**src/rtl/load_align_ext.sv**
```systemverilog
// load_align_ext
//
// Load-data alignment and extension unit with an output queue. It sits between
// the data-memory read port and register-file write-back. Every accepted load
// beat picks a byte, halfword, word or doubleword out of the memory word by
// address offset, extends it to DATA_W bits and queues it with its destination
// tag. Misaligned beats are queued as data 0 with a misalign flag and counted.
//
// Optional feature macro: LOAD_SIGNEXT_EN
//   defined   : in_unsigned=0 sign-extends sub-word fields, in_unsigned=1 zero-extends
//   undefined : all sub-word fields zero-extend regardless of in_unsigned
//   Full-width accesses are never extended in either mode.
//
// Handshake: a beat transfers on a rising edge where valid && ready are both
// high. valid, once raised, may be held until the transfer happens; ready never
// depends combinationally on the partner's valid. in_ready = !full and is a
// function of the occupancy count only. out_valid = !empty. flush wins over any
// push or pop in the same cycle, so a beat offered then is dropped.
//
// Ports:
//   clk, rst_n            clock, asynchronous active-low reset
//   flush                 synchronous queue clear (misalign_cnt is kept)
//   in_valid/in_ready     load beat handshake
//   in_data               raw memory word
//   in_off                low address bits (byte offset)
//   in_size               00 byte, 01 half, 10 word, 11 dword
//   in_unsigned           LBU/LHU/LWU marker
//   in_tag                destination register
//   out_valid/out_ready   write-back handshake
//   out_data/out_tag/out_misalign   head-of-queue entry
//   misalign_cnt          saturating count of accepted misaligned beats

module load_align_ext #(
    parameter int DATA_W     = 32,
    parameter int DEPTH      = 2,
    parameter int TAG_W      = 5,
    parameter bit BIG_ENDIAN = 1'b0,
    localparam int OFF_W     = $clog2(DATA_W / 8)
) (
    input  logic              clk,
    input  logic              rst_n,
    input  logic              flush,
    input  logic              in_valid,
    output logic              in_ready,
    input  logic [DATA_W-1:0] in_data,
    input  logic [OFF_W-1:0]  in_off,
    input  logic [1:0]        in_size,
    input  logic              in_unsigned,
    input  logic [TAG_W-1:0]  in_tag,
    output logic              out_valid,
    input  logic              out_ready,
    output logic [DATA_W-1:0] out_data,
    output logic [TAG_W-1:0]  out_tag,
    output logic              out_misalign,
    output logic [7:0]        misalign_cnt
);

    localparam int PTR_W = $clog2(DEPTH);
    localparam int SH_W  = $clog2(DATA_W) + 1;
    localparam logic [1:0]     FULL_SIZE = (DATA_W == 64) ? 2'b11 : 2'b10;
    localparam logic [PTR_W:0] FULL_CNT  = (PTR_W + 1)'(DEPTH);

    // ------------------------------------------------------------------
    // Field extraction and extension
    // ------------------------------------------------------------------
    logic [SH_W-1:0]   field_bits;
    logic [SH_W-1:0]   byte_shift;
    logic [SH_W-1:0]   shamt;
    logic [OFF_W-1:0]  align_mask;
    logic              misalign;
    logic              sign_en;
    logic              field_msb;
    logic [DATA_W-1:0] shifted;
    logic [DATA_W-1:0] field_mask;
    logic [DATA_W-1:0] ext_data;
    logic [DATA_W-1:0] push_data;

`ifdef LOAD_SIGNEXT_EN
    assign sign_en = !in_unsigned;
`else
    logic unused_unsigned;
    assign unused_unsigned = in_unsigned;
    assign sign_en         = 1'b0;
`endif

    always_comb begin
        field_bits = SH_W'(8) << in_size;
        byte_shift = SH_W'({in_off, 3'b000});
        // Big-endian: byte at in_off is the field MSB, so the field's LSB sits
        // (DATA_W - 8*off - width) bits above bit 0.
        if (BIG_ENDIAN) begin
            shamt = SH_W'(DATA_W) - byte_shift - field_bits;
        end else begin
            shamt = byte_shift;
        end
        align_mask = OFF_W'((4'd1 << in_size) - 4'd1);
        misalign   = ((in_off & align_mask) != '0) ||
                     ((DATA_W == 32) && (in_size == 2'b11));
        shifted    = in_data >> shamt;
        field_mask = (in_size == FULL_SIZE) ? '1
                   : ((DATA_W'(1) << field_bits) - DATA_W'(1));
        // Top bit of the field: the one mask bit not present in mask>>1.
        field_msb  = |(shifted & field_mask & ~(field_mask >> 1));
        ext_data   = shifted & field_mask;
        if (sign_en && field_msb) begin
            ext_data = ext_data | ~field_mask;
        end
        push_data  = misalign ? '0 : ext_data;
    end

    // ------------------------------------------------------------------
    // Output queue
    // ------------------------------------------------------------------
    logic [DATA_W-1:0] mem_data [DEPTH];
    logic [TAG_W-1:0]  mem_tag  [DEPTH];
    logic              mem_mis  [DEPTH];
    logic [PTR_W-1:0]  rd_ptr;
    logic [PTR_W-1:0]  wr_ptr;
    logic [PTR_W:0]    count;
    logic              push;
    logic              pop;

    assign in_ready     = (count != FULL_CNT);
    assign out_valid    = (count != '0);
    assign push         = in_valid && in_ready && !flush;
    assign pop          = out_valid && out_ready && !flush;
    assign out_data     = mem_data[rd_ptr];
    assign out_tag      = mem_tag[rd_ptr];
    assign out_misalign = mem_mis[rd_ptr];

    always_ff @(posedge clk or negedge rst_n) begin
        if (!rst_n) begin
            rd_ptr       <= '0;
            wr_ptr       <= '0;
            count        <= '0;
            misalign_cnt <= '0;
            for (int i = 0; i < DEPTH; i++) begin
                mem_data[i] <= '0;
                mem_tag[i]  <= '0;
                mem_mis[i]  <= 1'b0;
            end
        end else if (flush) begin
            rd_ptr <= '0;
            wr_ptr <= '0;
            count  <= '0;
        end else begin
            if (push) begin
                mem_data[wr_ptr] <= push_data;
                mem_tag[wr_ptr]  <= in_tag;
                mem_mis[wr_ptr]  <= misalign;
                wr_ptr           <= wr_ptr + PTR_W'(1);
                if (misalign && (misalign_cnt != 8'hFF)) begin
                    misalign_cnt <= misalign_cnt + 8'd1;
                end
            end
            if (pop) begin
                rd_ptr <= rd_ptr + PTR_W'(1);
            end
            case ({push, pop})
                2'b10:   count <= count + (PTR_W + 1)'(1);
                2'b01:   count <= count - (PTR_W + 1)'(1);
                default: count <= count;
            endcase
        end
    end

endmodule

```
**config.mk**
```make
export PLATFORM = sky130hd
export DESIGN_NAME = load_align_ext
export DESIGN_NICKNAME = d
export VERILOG_FILES = /design/src/rtl/load_align_ext.sv
export SDC_FILE = /design/constraint.sdc
export NUM_CORES = 1
export LEC_CHECK = 0
export CORE_MARGIN = 1.5
export CORE_UTILIZATION = 53
export CTS_BUF_LIST = sky130_fd_sc_hd__clkbuf_16
export DETAILED_ROUTE_END_ITERATION = 7
export DONT_BUFFER_PORTS = 1
export GPL_TIMING_DRIVEN = 0
export MAX_ROUTING_LAYER = met4
export PLACE_DENSITY = 0.74
export SLEW_MARGIN = 10
export SYNTH_ARGS = -nofsm -noshare
export SYNTH_HDL_FRONTEND = slang
export SYNTH_SLANG_ARGS = --single-unit
```
**constraint.sdc**
```tcl
create_clock -name clk -period 2.1 [get_ports clk]
set_input_delay 0.525 -clock clk [delete_from_list [all_inputs] [get_ports clk]]
set_output_delay 0.525 -clock clk [all_outputs]
set_load 0.01 [all_outputs]
```
; Yosys cells after proc, flatten, opt, wreduce, memory -nomap -nowiden
; Index checks and enable logic that the tools add are counted.
[totals]
mem_count = 0
mem_bits_ro = 0
ram_bits = 0
latch_bits = 0
reg_bits = 88
word_cells = 76
[classes]
n_mux = 26
addsub = 7
n_bitwise = 5
eq_ne = 6
reduce_logical = 15
div = 0
order_cmp = 3
n_shift = 4
n_mul = 0
[ops]
columns = cell, count
row1 = 2-to-1 mux 32 bit, 6
row2 = bitwise mux 64 bit, 1
row3 = AND 32 bit, 1
row4 = demux 32 bit (select 1 bit), 1
row5 = left shift 1 x 6 -> 32 bit (first input constant), 1
row6 = right shift 32 x 5 -> 32 bit, 1
row7 = subtractor 32 x 1 -> 32 bit (second input constant), 1
row8 = 2-to-1 mux 5 bit, 4
row9 = bitwise mux 10 bit, 1
row10 = adder 8 x 1 -> 8 bit (second input constant), 1
row11 = 2-to-1 mux 1 bit, 8
row12 = inequality test 8 bit (second input constant), 1
row13 = nonzero test 2 bit, 4
row14 = equality test 2 bit (second input constant), 3
row15 = logical AND 1 bit, 6
row16 = left shift 4 x 2 -> 6 bit (first input constant), 1
row17 = demux 5 bit (select 1 bit), 1
row18 = greater-or-equal comparator 2 bit (second input constant), 2
row19 = inverter 1 -> 2 bit, 2
row20 = one-hot mux 2 bit (2 select lines), 1
row21 = subtractor 2 x 1 -> 2 bit (second input constant), 2
row22 = AND reduction 3 bit, 1
row23 = nonzero test 3 bit, 1
row24 = adder 1 bit (second input constant), 2
row25 = other kinds (13), 13

; Longest topological paths before layout
[logic_depth]
depth_word = 7
mapped_depth = 7
ltp_nobuf = 6

; Worst setup path after synthesis
; Ideal clock, no wire load.
[synth_path]
path_kind = input-to-reg
start = input port in_size[0]
end = register misalign_cnt[1]
setup_slack_ps = 92
t_arrival_ps = 1880
path_stages = 6
cell_sequence = inv_1 ha_1 xnor2_1 a211oi_4 nor3_1 mux2_1
[synth_between]
elab_chain_cells = 7
elab_cells_between_ends = 8
[synth_lines]
columns = item, line_no
row1 = start: declaration, 47  ; input logic [1:0] in_size,
row2 = left shift 1 x 2 -> 2 bit, 96  ; align_mask = OFF_W'((4'd1 << in_size) - 4'd1);
row3 = subtractor 2 x 1 -> 2 bit, 96
row4 = AND 2 bit, 97  ; misalign = ((in_off & align_mask) != '0) ||
row5 = nonzero test 2 bit, 97
row6 = logical OR 1 bit (*), 97
row7 = logical AND 1 bit (*), 152  ; if (misalign && (misalign_cnt != 8'hFF)) begin
row8 = AND reduction 3 bit (no source line) (*), --
row9 = end signal: assignment, 153  ; misalign_cnt <= misalign_cnt + 8'd1;
row10 = end: declaration, 55  ; output logic [7:0] misalign_cnt
; Mark *: on every way between the ends. The rest lies on a longest branch, timed or not.
; A chain may end at the register's enable or synchronous reset.

; Worst setup path in the final report
[layout_path]
start = register rd_ptr
end = output port out_data[27]
[layout_between]
elab_chain_cells = 4
[layout_lines]
columns = item, line_no
row1 = start: declaration, 117  ; logic [PTR_W-1:0] rd_ptr;
row2 = start signal: assignment, 157  ; rd_ptr <= rd_ptr + PTR_W'(1);
row3 = inverter 1 -> 2 bit (not written as such), 127  ; assign out_data = mem_data[rd_ptr];
row4 = 2-to-1 mux 32 bit (not written as such) (3 in a row), 127
row5 = end: declaration, 52  ; output logic [DATA_W-1:0] out_data,
; No other way between the ends. The select of a mux whose other input is x is not followed.

==> impl_results.md <==
- FF+latch area: 0.00220 mm^2
- # Max-Cap Violations: 0
- Synth Instances: 396
- Hold Crit Class: in -> async
- Dpl cells: roughly 500
- Gr ovfl total: 0
- Critical path type: reg -> out
- Via Count: 3095
- Core footprint: 0.00830 mm^2
- Starting Density: 55.2%
- Slew margin rel.: between 50% and 60%
- Die X: 96.0 um
- Clk sink count: 88
- Max VDD drop: 395 uV
- Final min period: 2.06 ns
- Full die area: 0.00921 mm^2
- Peak fanout along the critical path: 10
- Final instance area: 0.00502 mm^2
- Final hold vios: 88
- Drt pass-1 iters: 4
- Post-Syn Area: 0.00458 mm^2
- Largest net degree at the start of global routing: slightly below 90
- P&R area growth vs syn: 9.67%
- CTS tree: done
- Skew final: 0.00459 ns
- CP Launch Type: flip-flop
- Final Setup Violations: 0
- Netlist cell types: between 40 and 50
- First-pass GRT wire length: 17.1 mm
- Post-DP HPWL: roughly 7.9 mm
- Status: complete, but fails checks
- Area of the multi-input gates: 0.00224 mm^2
- Num ports: 95
- Clock buffer depth: 2
- Drt first-iter violations: 157
- Crit-path slowest cell: mux2_2
- Critical Path AT: 1.53 ns
- Internal power: between 3 and 4 mW
- Nets: 459
- RSZ-0062 raised after global routing: no
- Cell Chain, Critical Path: clkbuf_2, mux2_2
- Initial antenna violation count: 2
- Synthesis Warnings: 0
- DP Area: 0.00471 mm^2
- Die height: around 96 um
- GRT Util Overall: about a quarter
- NetSw: 1.21 mW
- Number of flops mapped to enable cells by yosys: 0
- Yosys reg bits: 88
- Via density: roughly 6.0
- Post-Route WL: 10.8 mm
- CTS Buf Count: 9
- Worst-Skew Late Latency: about 0.34 ns
- Required time worst endpoint: between 1.5 and 2 ns
- Pwr Density: 868 mW/mm^2
- Row count: 33
- CP Capture Type: primary output
- H-tree Lvls: 3
- Number of fill cells: slightly below 700
- WL/cell: between 20 and 25 um
- # DRC: 0
- R2R setup slack: 0.17 ns
- Final Wtd Congestion: 0.848
- LEAKAGE: approximately 2.3 nW
- Sw Share: between 20% and 30%
- Clock share of power: ~37%
- Tcrit/Tclk final: 97.9%
- Fraction of layout cells with a size suffix above 1: 26.5%
- Fmax: between 400 and 500 MHz
- Comb power frac: 15.7%
- Syn Nets: 449
- Max Slew Vio Count: 0
- Pwr Total: 4.36 mW
- PortBufs: 0
- Vias in the first global route: 3154
- Sequential share of power: 47.7%
- Post-CTS Setup Bufs: 0
- Synth Flop Type: dfrtp_1
- CTS root buf: clkbuf_16
- Post-synthesis sequential area ratio: 48.1%
- Clk slew on worst S/H paths: 0.06 ns
- Fin Hold WS: -0.121 ns
- Average size of a mapped cell: ~12 um^2
- Antenna Nets Post-Route: 0
- Violated checks: hold timing
- Async SR Flop Fraction: 100%
- Finished Layout Cells: 518
- Least-Margin Pin Slew: 0.726 ns
- Crit-path max cell delay: roughly 0.44 ns
==> power groups by stage <==
stage / Combinational [mW] / Sequential, mW / Clock (mW)
2_1_floorplan: 0.559 / 2.07 / 0
3_3_place_gp: 0.666 / 2.09 / 0
3_5_place_dp: 0.688 / 2.11 / 0
4_1_cts: 0.696 / 2.08 / 1.62
5_1_grt: 0.755 / 2.11 / 1.69
6_report: 0.684 / 2.08 / 1.60
==> placed cells by master (no fill, tap or decap), types with 2 or more instances in the layout <==
cell / instances
diode_2: 2
dfrtp_1: 88
clkinvlp_4: 2
mux2_1: 25
nand3b_1: 2
clkbuf_1: 10
buf_6: 3
nor4_1: 4
a211oi_2: 8
nor2_1: 6
ha_1: 6
nor3_1: 2
o21ai_0: 12
nand2b_1: 2
mux2_2: 56
inv_1: 3
nor2_2: 8
nand3_1: 10
xor2_1: 9
nand4_1: 2
a211oi_1: 9
nor2b_1: 9
buf_4: 2
nand2_1: 46
mux2i_1: 17
inv_6: 2
buf_2: 7
clkbuf_2: 2
clkbuf_16: 9
o21ai_1: 22
o2bb2ai_1: 8
==> cells by family after synthesis <==
family,Yosys count,synth area share [%]
flops,88,48.1
simple gates,103,11.7
compound gates,63,10.1
buf+inv,28,3.01
fa+ha+maj,6,1.64
mux,98,23.6
xor+xnor,10,1.91
==> per-layer routing <==
layer / vias to the layer above / track usage [%] / wire, um
met5: - / - / 0
met2: 95 / 39.7 / 5080
li1: 1436 / - / -
met1: 1548 / 33.6 / 4620
met3: 16 / 7.82 / 894
met4: 0 / 9.68 / 194
==> stage by stage <==
stage	TNS [ns]	hold slack, ns	utilization [%]	setup slack [ns]
floorplan	0	0.229	-	0.0924
global placement	-0.442	0.232	56.8	-0.0485
detailed placement	-0.683	0.232	56.8	-0.0816
CTS	0	-0.131	60.5	0.0225
global route	0	-0.137	60.5	0.000710
finish	0	-0.121	60.5	0.0447
==> path summary, 6_finish.rpt <==
check | from | to | depth (start not counted)
min reg2reg | mem_mis[0]$_DFFE_PN0P_ | mem_mis[0]$_DFFE_PN0P_ | 2
min in group clk | flush | wr_ptr$_DFFE_PN0P_ | 1
max in group asynchronous | rst_n | count[0]$_DFFE_PN0P_ | 0
min | rst_n | mem_tag[5]$_DFFE_PN0P_ | 0
max reg2reg | count[0]$_DFFE_PN0P_ | mem_mis[1]$_DFFE_PN0P_ | 6
max | rd_ptr$_DFFE_PN0P_ | out_data[27] | 2
==> synthesized netlist by cell type (2+ instances only) <==
cell type	count	area (um^2)
a211oi_1	9	67.6
a211oi_2	8	100
buf_1	2	7.51
buf_2	8	40.0
buf_4	2	15.0
buf_6	2	22.5
clkbuf_1	12	45.0
dfrtp_1	88	2200
ha_1	6	75.1
inv_1	2	7.51
mux2_1	25	282
mux2_2	56	631
mux2i_1	17	170
nand2_1	46	173
nand2b_1	2	12.5
nand3_1	10	50.1
nand3b_1	2	15.0
nand4_1	2	12.5
nor2_1	6	22.5
nor2_2	9	56.3
nor2b_1	9	56.3
nor3_1	2	10.0
nor4_1	4	25.0
o21ai_0	12	60.1
o21ai_1	22	110
o2bb2ai_1	8	70.1
xor2_1	9	78.8
==> worst max-delay path: cells and delay by family, from the launching register on <==
kind / cells / cell delay, ns
flip-flops: 1 / 0.38
buffers and inverters: 1 / 0.37
multiplexers: 1 / 0.44
==> sequential cells by signal, summed over array words and instances, names as in the netlist <==
signal,count
mem_mis,2
rd_ptr,1
misalign_cnt,8
mem_data,64
mem_tag,10
wr_ptr,1
count,2
==> cell type report <==
cell class,count,share of cell area (%)
sequential,88,43.8
multi-input combinational,280,44.7
buffer,25,2.69
antenna,2,0.0997
clock buffer,9,4.48
tap,105,2.62
inverter,2,0.149
clock inverter,7,1.42
==> timing repair <==
item / CTS / global route
hold endpoints to repair: 88 / 88
endpoints found under the setup margin: 29 / 9
gates resized for setup: 6 / 1
No activity file was read; power rests on OpenSTA's default activity.
